`config.mk`:
```
export PLATFORM = sky130hd
export DESIGN_NAME = keypad_scanner
export DESIGN_NICKNAME = d
export VERILOG_FILES = /design/src/rtl/keypad_scanner.sv
export SDC_FILE = /design/constraint.sdc
export NUM_CORES = 1
export LEC_CHECK = 0
export CELL_PAD_IN_SITES_DETAIL_PLACEMENT = 1
export CELL_PAD_IN_SITES_GLOBAL_PLACEMENT = 1
export CORE_UTILIZATION = 40
export DETAILED_ROUTE_END_ITERATION = 16
export DONT_BUFFER_PORTS = 1
export PLACE_DENSITY_LB_ADDON = 0.15
export SLEW_MARGIN = 20
export SYNTH_ARGS = -nofsm -noshare
export SYNTH_HDL_FRONTEND = slang
export SYNTH_SLANG_ARGS = --single-unit
```
`constraint.sdc`:
```
create_clock -name clk_100MHz -period 6.75 [get_ports clk_100MHz]
set_clock_uncertainty 0.15 [all_clocks]
set_input_delay 1.35 -clock clk_100MHz [delete_from_list [all_inputs] [get_ports clk_100MHz]]
set_output_delay 1.35 -clock clk_100MHz [all_outputs]
set_load 0.1 [all_outputs]
```
`src/rtl/keypad_scanner.sv`:
```
// -----------------------------------------------------------------------------
// keypad_scanner
//
// Scans an R x C active-low matrix keypad one column at a time. The row inputs
// are synchronised, sampled once per column dwell and combined into a single
// result for each full scan frame. A result must repeat for DEBOUNCE_FRAMES
// consecutive frames before it is committed. Commits produce press/release
// pulses that carry a raw scan code.
//
// Ports:
//   clk_100MHz   in   system clock
//   reset        in   synchronous, active-high reset
//   row          in   [NUM_ROWS]  keypad rows, active low, asynchronous to clk
//   col          out  [NUM_COLS]  column drive, one-cold
//   key_code     out  [CODE_W]    committed scan code = row_idx*NUM_COLS + col_idx
//   key_valid    out  high while exactly one key is committed as pressed
//   key_press    out  1-cycle pulse when a new key is committed
//   key_release  out  1-cycle pulse when the committed key is released/superseded
//   multi_key    out  high while two or more keys are committed as pressed
// -----------------------------------------------------------------------------
module keypad_scanner #(
    parameter int NUM_ROWS        = 4,
    parameter int NUM_COLS        = 4,
    parameter int SCAN_CYCLES     = 100000,
    parameter int SETTLE          = 10,
    parameter int DEBOUNCE_FRAMES = 3,
    parameter int CODE_W          = $clog2(NUM_ROWS * NUM_COLS)
) (
    input  logic                clk_100MHz,
    input  logic                reset,
    input  logic [NUM_ROWS-1:0] row,
    output logic [NUM_COLS-1:0] col,
    output logic [CODE_W-1:0]   key_code,
    output logic                key_valid,
    output logic                key_press,
    output logic                key_release,
    output logic                multi_key
);

    localparam int TIMER_W = $clog2(SCAN_CYCLES);
    localparam int COL_W   = $clog2(NUM_COLS);
    localparam int ROW_W   = $clog2(NUM_ROWS);
    localparam int CNT_W   = 4;

    // Frame results and the committed state share one encoding so they can be
    // compared directly.
    typedef enum logic [1:0] {
        ST_IDLE,
        ST_PRESSED,
        ST_MULTI
    } state_t;

    // Column index i drives col[NUM_COLS-1-i] low (legacy PMOD pinout).
    function automatic logic [NUM_COLS-1:0] col_drive(input logic [COL_W-1:0] idx);
        logic [NUM_COLS-1:0] v;
        for (int i = 0; i < NUM_COLS; i++) begin
            v[i] = (i != (NUM_COLS - 1 - int'(idx)));
        end
        return v;
    endfunction

    logic [NUM_ROWS-1:0] r_row_meta;
    logic [NUM_ROWS-1:0] r_row_sync;
    logic [TIMER_W-1:0]  r_timer;
    logic [COL_W-1:0]    r_col_idx;
    logic [NUM_COLS-1:0] r_col;
    logic [1:0]          r_acc_cnt;
    logic [CODE_W-1:0]   r_acc_code;
    state_t              r_prev_state;
    logic [CODE_W-1:0]   r_prev_code;
    logic [CNT_W-1:0]    r_stable_cnt;
    state_t              r_state;
    logic [CODE_W-1:0]   r_key_code;
    logic                r_key_press;
    logic                r_key_release;

    logic                w_timer_wrap;
    logic                w_col_last;
    logic                w_frame_end;
    logic                w_sample;
    logic [COL_W-1:0]    w_col_idx_nxt;
    logic [1:0]          w_col_cnt;
    logic [ROW_W-1:0]    w_col_row;
    logic [CODE_W-1:0]   w_col_code;
    logic [2:0]          w_sum;
    logic [1:0]          w_acc_cnt;
    logic [CODE_W-1:0]   w_acc_code;
    state_t              w_res_state;
    logic [CODE_W-1:0]   w_res_code;
    logic                w_same;
    logic [CNT_W-1:0]    w_stable_nxt;
    logic                w_commit;
    state_t              w_state_nxt;
    logic [CODE_W-1:0]   w_code_nxt;
    logic                w_press_nxt;
    logic                w_release_nxt;

    assign w_timer_wrap  = (r_timer == TIMER_W'(SCAN_CYCLES - 1));
    assign w_col_last    = (r_col_idx == COL_W'(NUM_COLS - 1));
    assign w_frame_end   = w_timer_wrap && w_col_last;
    assign w_sample      = (r_timer == TIMER_W'(SETTLE));
    assign w_col_idx_nxt = w_col_last ? '0 : r_col_idx + COL_W'(1);

    // Two-flop synchroniser; idle level (all ones) means no key pressed.
    // NOTE: sequential state uses non-blocking assignments so every flop
    // samples the pre-edge value regardless of statement order.
    always_ff @(posedge clk_100MHz) begin
        if (reset) begin
            r_row_meta <= '1;
            r_row_sync <= '1;
        end else begin
            r_row_meta <= row;
            r_row_sync <= r_row_meta;
        end
    end

    // Dwell timer and column drive; col changes on the wrap edge.
    always_ff @(posedge clk_100MHz) begin
        if (reset) begin
            r_timer   <= '0;
            r_col_idx <= '0;
            r_col     <= col_drive('0);
        end else if (w_timer_wrap) begin
            r_timer   <= '0;
            r_col_idx <= w_col_idx_nxt;
            r_col     <= col_drive(w_col_idx_nxt);
        end else begin
            r_timer   <= r_timer + TIMER_W'(1);
        end
    end

    // Pressed keys in the current column: count (saturating at 2) and lowest
    // row index. Scanning downwards leaves the lowest index in w_col_row.
    // NOTE: every combinational output gets a default first, so no path
    // through the block leaves a variable unassigned (which would infer a latch).
    always_comb begin
        w_col_cnt = '0;
        w_col_row = '0;
        for (int j = NUM_ROWS - 1; j >= 0; j--) begin
            if (!r_row_sync[NUM_ROWS-1-j]) begin
                w_col_row = ROW_W'(j);
                if (w_col_cnt != 2'd2) begin
                    w_col_cnt = w_col_cnt + 2'd1;
                end
            end
        end
        w_col_code = CODE_W'(int'(w_col_row) * NUM_COLS + int'(r_col_idx));
    end

    // Frame accumulator including this cycle's sample, so a sample landing on
    // the frame-end cycle still counts toward that frame.
    always_comb begin
        w_acc_cnt  = r_acc_cnt;
        w_acc_code = r_acc_code;
        w_sum      = {1'b0, r_acc_cnt} + {1'b0, w_col_cnt};
        if (w_sample && (w_col_cnt != 2'd0)) begin
            if ((r_acc_cnt == 2'd0) || (w_col_code < r_acc_code)) begin
                w_acc_code = w_col_code;
            end
            w_acc_cnt = (w_sum >= 3'd2) ? 2'd2 : w_sum[1:0];
        end
    end

    // Frame result; code is forced to 0 for NONE/MULTI so equality is exact.
    always_comb begin
        w_res_state = ST_IDLE;
        w_res_code  = '0;
        if (w_acc_cnt == 2'd1) begin
            w_res_state = ST_PRESSED;
            w_res_code  = w_acc_code;
        end else if (w_acc_cnt == 2'd2) begin
            w_res_state = ST_MULTI;
        end
    end

    assign w_same       = (w_res_state == r_prev_state) && (w_res_code == r_prev_code);
    assign w_stable_nxt = !w_same ? CNT_W'(1) :
                          (r_stable_cnt == CNT_W'(DEBOUNCE_FRAMES)) ? r_stable_cnt :
                          r_stable_cnt + CNT_W'(1);
    assign w_commit     = w_frame_end && (w_stable_nxt == CNT_W'(DEBOUNCE_FRAMES)) &&
                          ((w_res_state != r_state) ||
                           ((w_res_state == ST_PRESSED) && (w_res_code != r_key_code)));

    always_ff @(posedge clk_100MHz) begin
        if (reset) begin
            r_acc_cnt    <= '0;
            r_acc_code   <= '0;
            r_prev_state <= ST_IDLE;
            r_prev_code  <= '0;
            r_stable_cnt <= '0;
        end else if (w_frame_end) begin
            r_acc_cnt    <= '0;
            r_acc_code   <= '0;
            r_prev_state <= w_res_state;
            r_prev_code  <= w_res_code;
            r_stable_cnt <= w_stable_nxt;
        end else begin
            r_acc_cnt    <= w_acc_cnt;
            r_acc_code   <= w_acc_code;
        end
    end

    // Committed-state FSM: state register.
    always_ff @(posedge clk_100MHz) begin
        if (reset) begin
            r_state       <= ST_IDLE;
            r_key_code    <= '0;
            r_key_press   <= 1'b0;
            r_key_release <= 1'b0;
        end else begin
            r_state       <= w_state_nxt;
            r_key_code    <= w_code_nxt;
            r_key_press   <= w_press_nxt;
            r_key_release <= w_release_nxt;
        end
    end

    // Committed-state FSM: next state. Leaving PRESSED always releases;
    // entering PRESSED always presses (both at once on rollover).
    always_comb begin
        w_state_nxt   = r_state;
        w_code_nxt    = r_key_code;
        w_press_nxt   = 1'b0;
        w_release_nxt = 1'b0;
        if (w_commit) begin
            w_state_nxt = w_res_state;
            if (w_res_state == ST_PRESSED) begin
                w_code_nxt  = w_res_code;
                w_press_nxt = 1'b1;
            end
            if (r_state == ST_PRESSED) begin
                w_release_nxt = 1'b1;
            end
        end
    end

    // Committed-state FSM: outputs.
    always_comb begin
        col         = r_col;
        key_code    = r_key_code;
        key_valid   = (r_state == ST_PRESSED);
        multi_key   = (r_state == ST_MULTI);
        key_press   = r_key_press;
        key_release = r_key_release;
    end

endmodule

```
==> results by group <==
Power and ir drop
  – Cell Pwr Density: 195 nW/um2
  – Combinational power share: 4.3%
  – Pint: 488 uW
  – Total power draw: 622 uW
  – Clock power frac: 41.9%
  – Worst vdd ir: 0.000112 V
  – Switch Pwr: 133 uW
  – Sw Share: 21.4%
  – Seq pwr share: 53.8%
  – Lkg Pwr: 1.12 nW

Worst hold path
  – Hold_sp: r_row_meta[1]$_SDFF_PP1_
  – Worst Hold Class: reg -> reg
  – Hold depth: 1
  – Hold path endpoint: r_row_sync[1]$_SDFF_PP1_

GRT
  – Vias in the first global route: 2395
  – GRT Overall Usage: 19.2%
  – Met1 usage: 25.0%
  – Largest net degree at the start of global routing: 29
  – Top Usage Layer GRT: met2
  – First-pass GRT wire length: 11500 um
  – Initial antenna violation count: 0
  – Met3 GRT Util: 3.58%
  – Routing usage on met2: 32.2%
  – Remaining Overflow, GRT: 0

Worst setup path
  – Setup crit end kind: flop
  – Worst reg2reg path depth: 18
  – CP Data Arrival Time: 4.87 ns
  – Crit path max fanout: 14
  – Reg2reg start: r_row_sync[1]$_SDFF_PP1_
  – Largest delay share family, worst path: simple AND/OR/NAND/NOR gates
  – Max incr delay on CP: 0.66 ns
  – Cell Chain, Critical Path: inv_1 > ha_1 > mux2i_1 > ha_1 > nor2_1 > a21o_4 > inv_1 > ha_1 > inv_1 > fa_1 > nand3_1 > mux2i_1 > nand3b_1 > o32ai_1 > a21oi_1 > or2_1 > or4_1 > a31oi_1
  – CP required: 6.85 ns
  – Worst Path Buf+Inv: 3
  – Slowest stage cell, crit path: mux2i_1
  – CP Class: reg -> reg
  – R2R setup slack: 1.98 ns
  – Setup crit start kind: flop
  – R2r endpoint: r_stable_cnt[3]$_SDFFE_PP0P_

Logic synthesis
  – Post-synth EDFFs: 0
  – Number of synthesis warnings: 0
  – Synth async-reset ratio: 0%
  – Synthesized flop and latch total: 55
  – Leading area contributor after synthesis: dfxtp_1
  – Top_reg_cell synth: dfxtp_1
  – Ranking of synthesized cells by area: dfxtp_1 (38%), ha_1 (7.3%), nor2_1 (4.9%), nand2_1 (4.4%), a21oi_1 (3.8%)
  – Post-Syn Area per Cell: 8.47 um2
  – Netlist Area Pre-Place: 2930 um2
  – Sequential element share of the synthesized area: 37.6%
  – Cell variety after synth: 54
  – Syn nets: 370
  – Synth top area share: 37.6%
  – Most frequent cells after synthesis: dfxtp_1 (55), nor2_1 (38), nand2_1 (34), a21oi_1 (22), nand3_1 (20)
  – Synth Instances: 346
  – Cell with the most instances after synthesis: dfxtp_1

Timing
  – # setup viols final: 0
  – Max Clock Freq: 0.210 GHz
  – Slew Viols, Final: 0
  – Slew headroom: 25.3%
  – Final hold vios: 0
  – Period minus WS final: 4.77 ns
  – Unrepaired setup endpoints after global routing: false
  – Fin crit share: 70.7%
  – Setup_tns: 0 ns
  – Worst-Margin Slew: 1.12 ns

CTS
  – CTS Hold Bufs: 0
  – Post CTS Setup Buffer Count: 0
  – Clk root buf: clkbuf_8
  – Clock-pin transition on the worst setup and hold timing paths: 0.10 ns
  – Post-CTS Resized: 0
  – Clock sinks: 55
  – Clock buffer depth: 2
  – Num CTS Buffers: 5
  – Htree depth: 2
  – Clock latency on the worst-skew pair: 0.32 ns
  – CTS tree: built

Floorplan
  – Die width: 87.6 um
  – Starting Density: 42.2%
  – Die area: 7680 um2
  – Die Y: 87.6 um
  – # IOs: 18
  – Core Area: 6940 um2
  – Row Count: 30

Route
  – Routed WL per cell: 15.0 um
  – Initial drt markers: 70
  – # DRC: 0
  – Total Wirelength: 6630 um
  – Vias per cell: 5.26
  – Remaining antenna violation count after routing: 0
  – First drt pass iteration count: 4
  – Vias: 2332

Final layout
  – Fraction of layout cells with a size suffix above 1: 8.93%
  – Fin area: 3180 um2
  – Nets: 370
  – Area growth syn-to-layout: 8.58%
  – Diodes inserted: 0

Flow run
  – Max-cap violations: 0

Placed design
  – I/O Buffers: 0
  – DP HPWL: 4970 um
  – Placement Cell Area: 3040 um2
  – Global placer's final weighted congestion: 0.765

Outcome
  – Outcome: complete, no violations
-- flip-flops by register name, summed over array words and instances, names as in the netlist --
register,cells
r_stable_cnt,4
col,4
key_release,1
r_acc_cnt,2
r_prev_state,2
r_state,2
r_prev_code,4
r_col_idx,2
r_row_meta,4
r_timer,17
r_row_sync,4
key_press,1
r_acc_code,4
key_code,4
-- cells by family after synthesis --
logic type / share of synthesized area [%]
and+or+nand+nor: 27.8
AOI/OAI and AO/OA: 15.5
DFF: 37.6
buffers and inverters: 2.90
xor gates and xnor gates: 5.68
adders and majority gates: 7.94
muxes: 2.60
-- metal layers --
metal  vias to the layer above  wire length (um)
li1                       1202                 -
met1                      1110              3230
met2                        13              3180
met3                         7               125
met4                         0                85
met5                         -                 0
-- how the worst max path moves through the flow --
stage                                        start                      endpoint  slack [ns]  depth (start not counted)
after global placement    r_row_sync[0]$_SDFF_PP1_  r_stable_cnt[3]$_SDFFE_PP0P_        2.28                         18
after floorplan           r_row_sync[0]$_SDFF_PP1_  r_stable_cnt[3]$_SDFFE_PP0P_        2.71                         18
after CTS                 r_row_sync[0]$_SDFF_PP1_  r_stable_cnt[3]$_SDFFE_PP0P_        1.98                         18
after global routing      r_row_sync[0]$_SDFF_PP1_  r_stable_cnt[3]$_SDFFE_PP0P_        1.64                         18
after detailed placement  r_row_sync[0]$_SDFF_PP1_  r_stable_cnt[3]$_SDFFE_PP0P_        2.02                         18
final                     r_row_sync[1]$_SDFF_PP1_  r_stable_cnt[3]$_SDFFE_PP0P_        1.98                         18
-- cells in the final DEF (no fill, tap or decap), types with 3 or more instances in the layout --
| cell | Yosys | final |
|---|---|---|
| nor3_1 | 10 | 10 |
| nor4_1 | 7 | 6 |
| nand2b_1 | 7 | 7 |
| ha_1 | 17 | 17 |
| xor2_1 | 9 | 9 |
| nor2b_1 | 6 | 4 |
| nand3b_1 | 3 | 3 |
| nand3_1 | 20 | 20 |
| o21ai_0 | 12 | 12 |
| dfxtp_1 | 55 | 55 |
| and3_1 | 4 | 4 |
| or3_1 | 7 | 7 |
| and2_1 | 4 | 4 |
| clkbuf_8 | 0 | 5 |
| inv_1 | 14 | 14 |
| o211ai_1 | 3 | 3 |
| nand4_1 | 6 | 6 |
| nor2_1 | 38 | 38 |
| mux2i_1 | 5 | 5 |
| or2_2 | 10 | 10 |
| xnor2_1 | 10 | 10 |
| a21oi_1 | 22 | 22 |
| nand2_1 | 34 | 34 |
-- power groups by stage --
stage	Clock (mW)	Combinational [mW]	Sequential, mW
2_1_floorplan	0	0.0235	0.341
3_3_place_gp	0	0.0261	0.342
3_5_place_dp	0	0.0274	0.342
4_1_cts	0.267	0.0277	0.334
5_1_grt	0.281	0.0303	0.336
6_report	0.260	0.0270	0.334
-- layout make-up --
class                      instances  area (um2)
fill                             822        3760
multi-input combinational        269        1770
sequential                        55        1100
tap                               96         120
clock buffer                       5        68.8
clock inverter                     3        67.6
inverter                          14        52.6
timing repair buffer               1        7.51
-- per-stage QoR --
step / hold WS [ns] / worst slack (ns) / std cells / utilization (%)
2_1_floorplan: 0.239 / 2.71 / 346 / -
3_3_place_gp: 0.243 / 2.28 / 435 / 43.7
3_5_place_dp: 0.246 / 2.02 / 435 / 43.7
4_1_cts: 0.270 / 1.98 / 443 / 45.7
5_1_grt: 0.289 / 1.64 / 443 / 45.8
6_report: 0.267 / 1.98 / 443 / 45.8
Power figures use the tool's default switching activity.
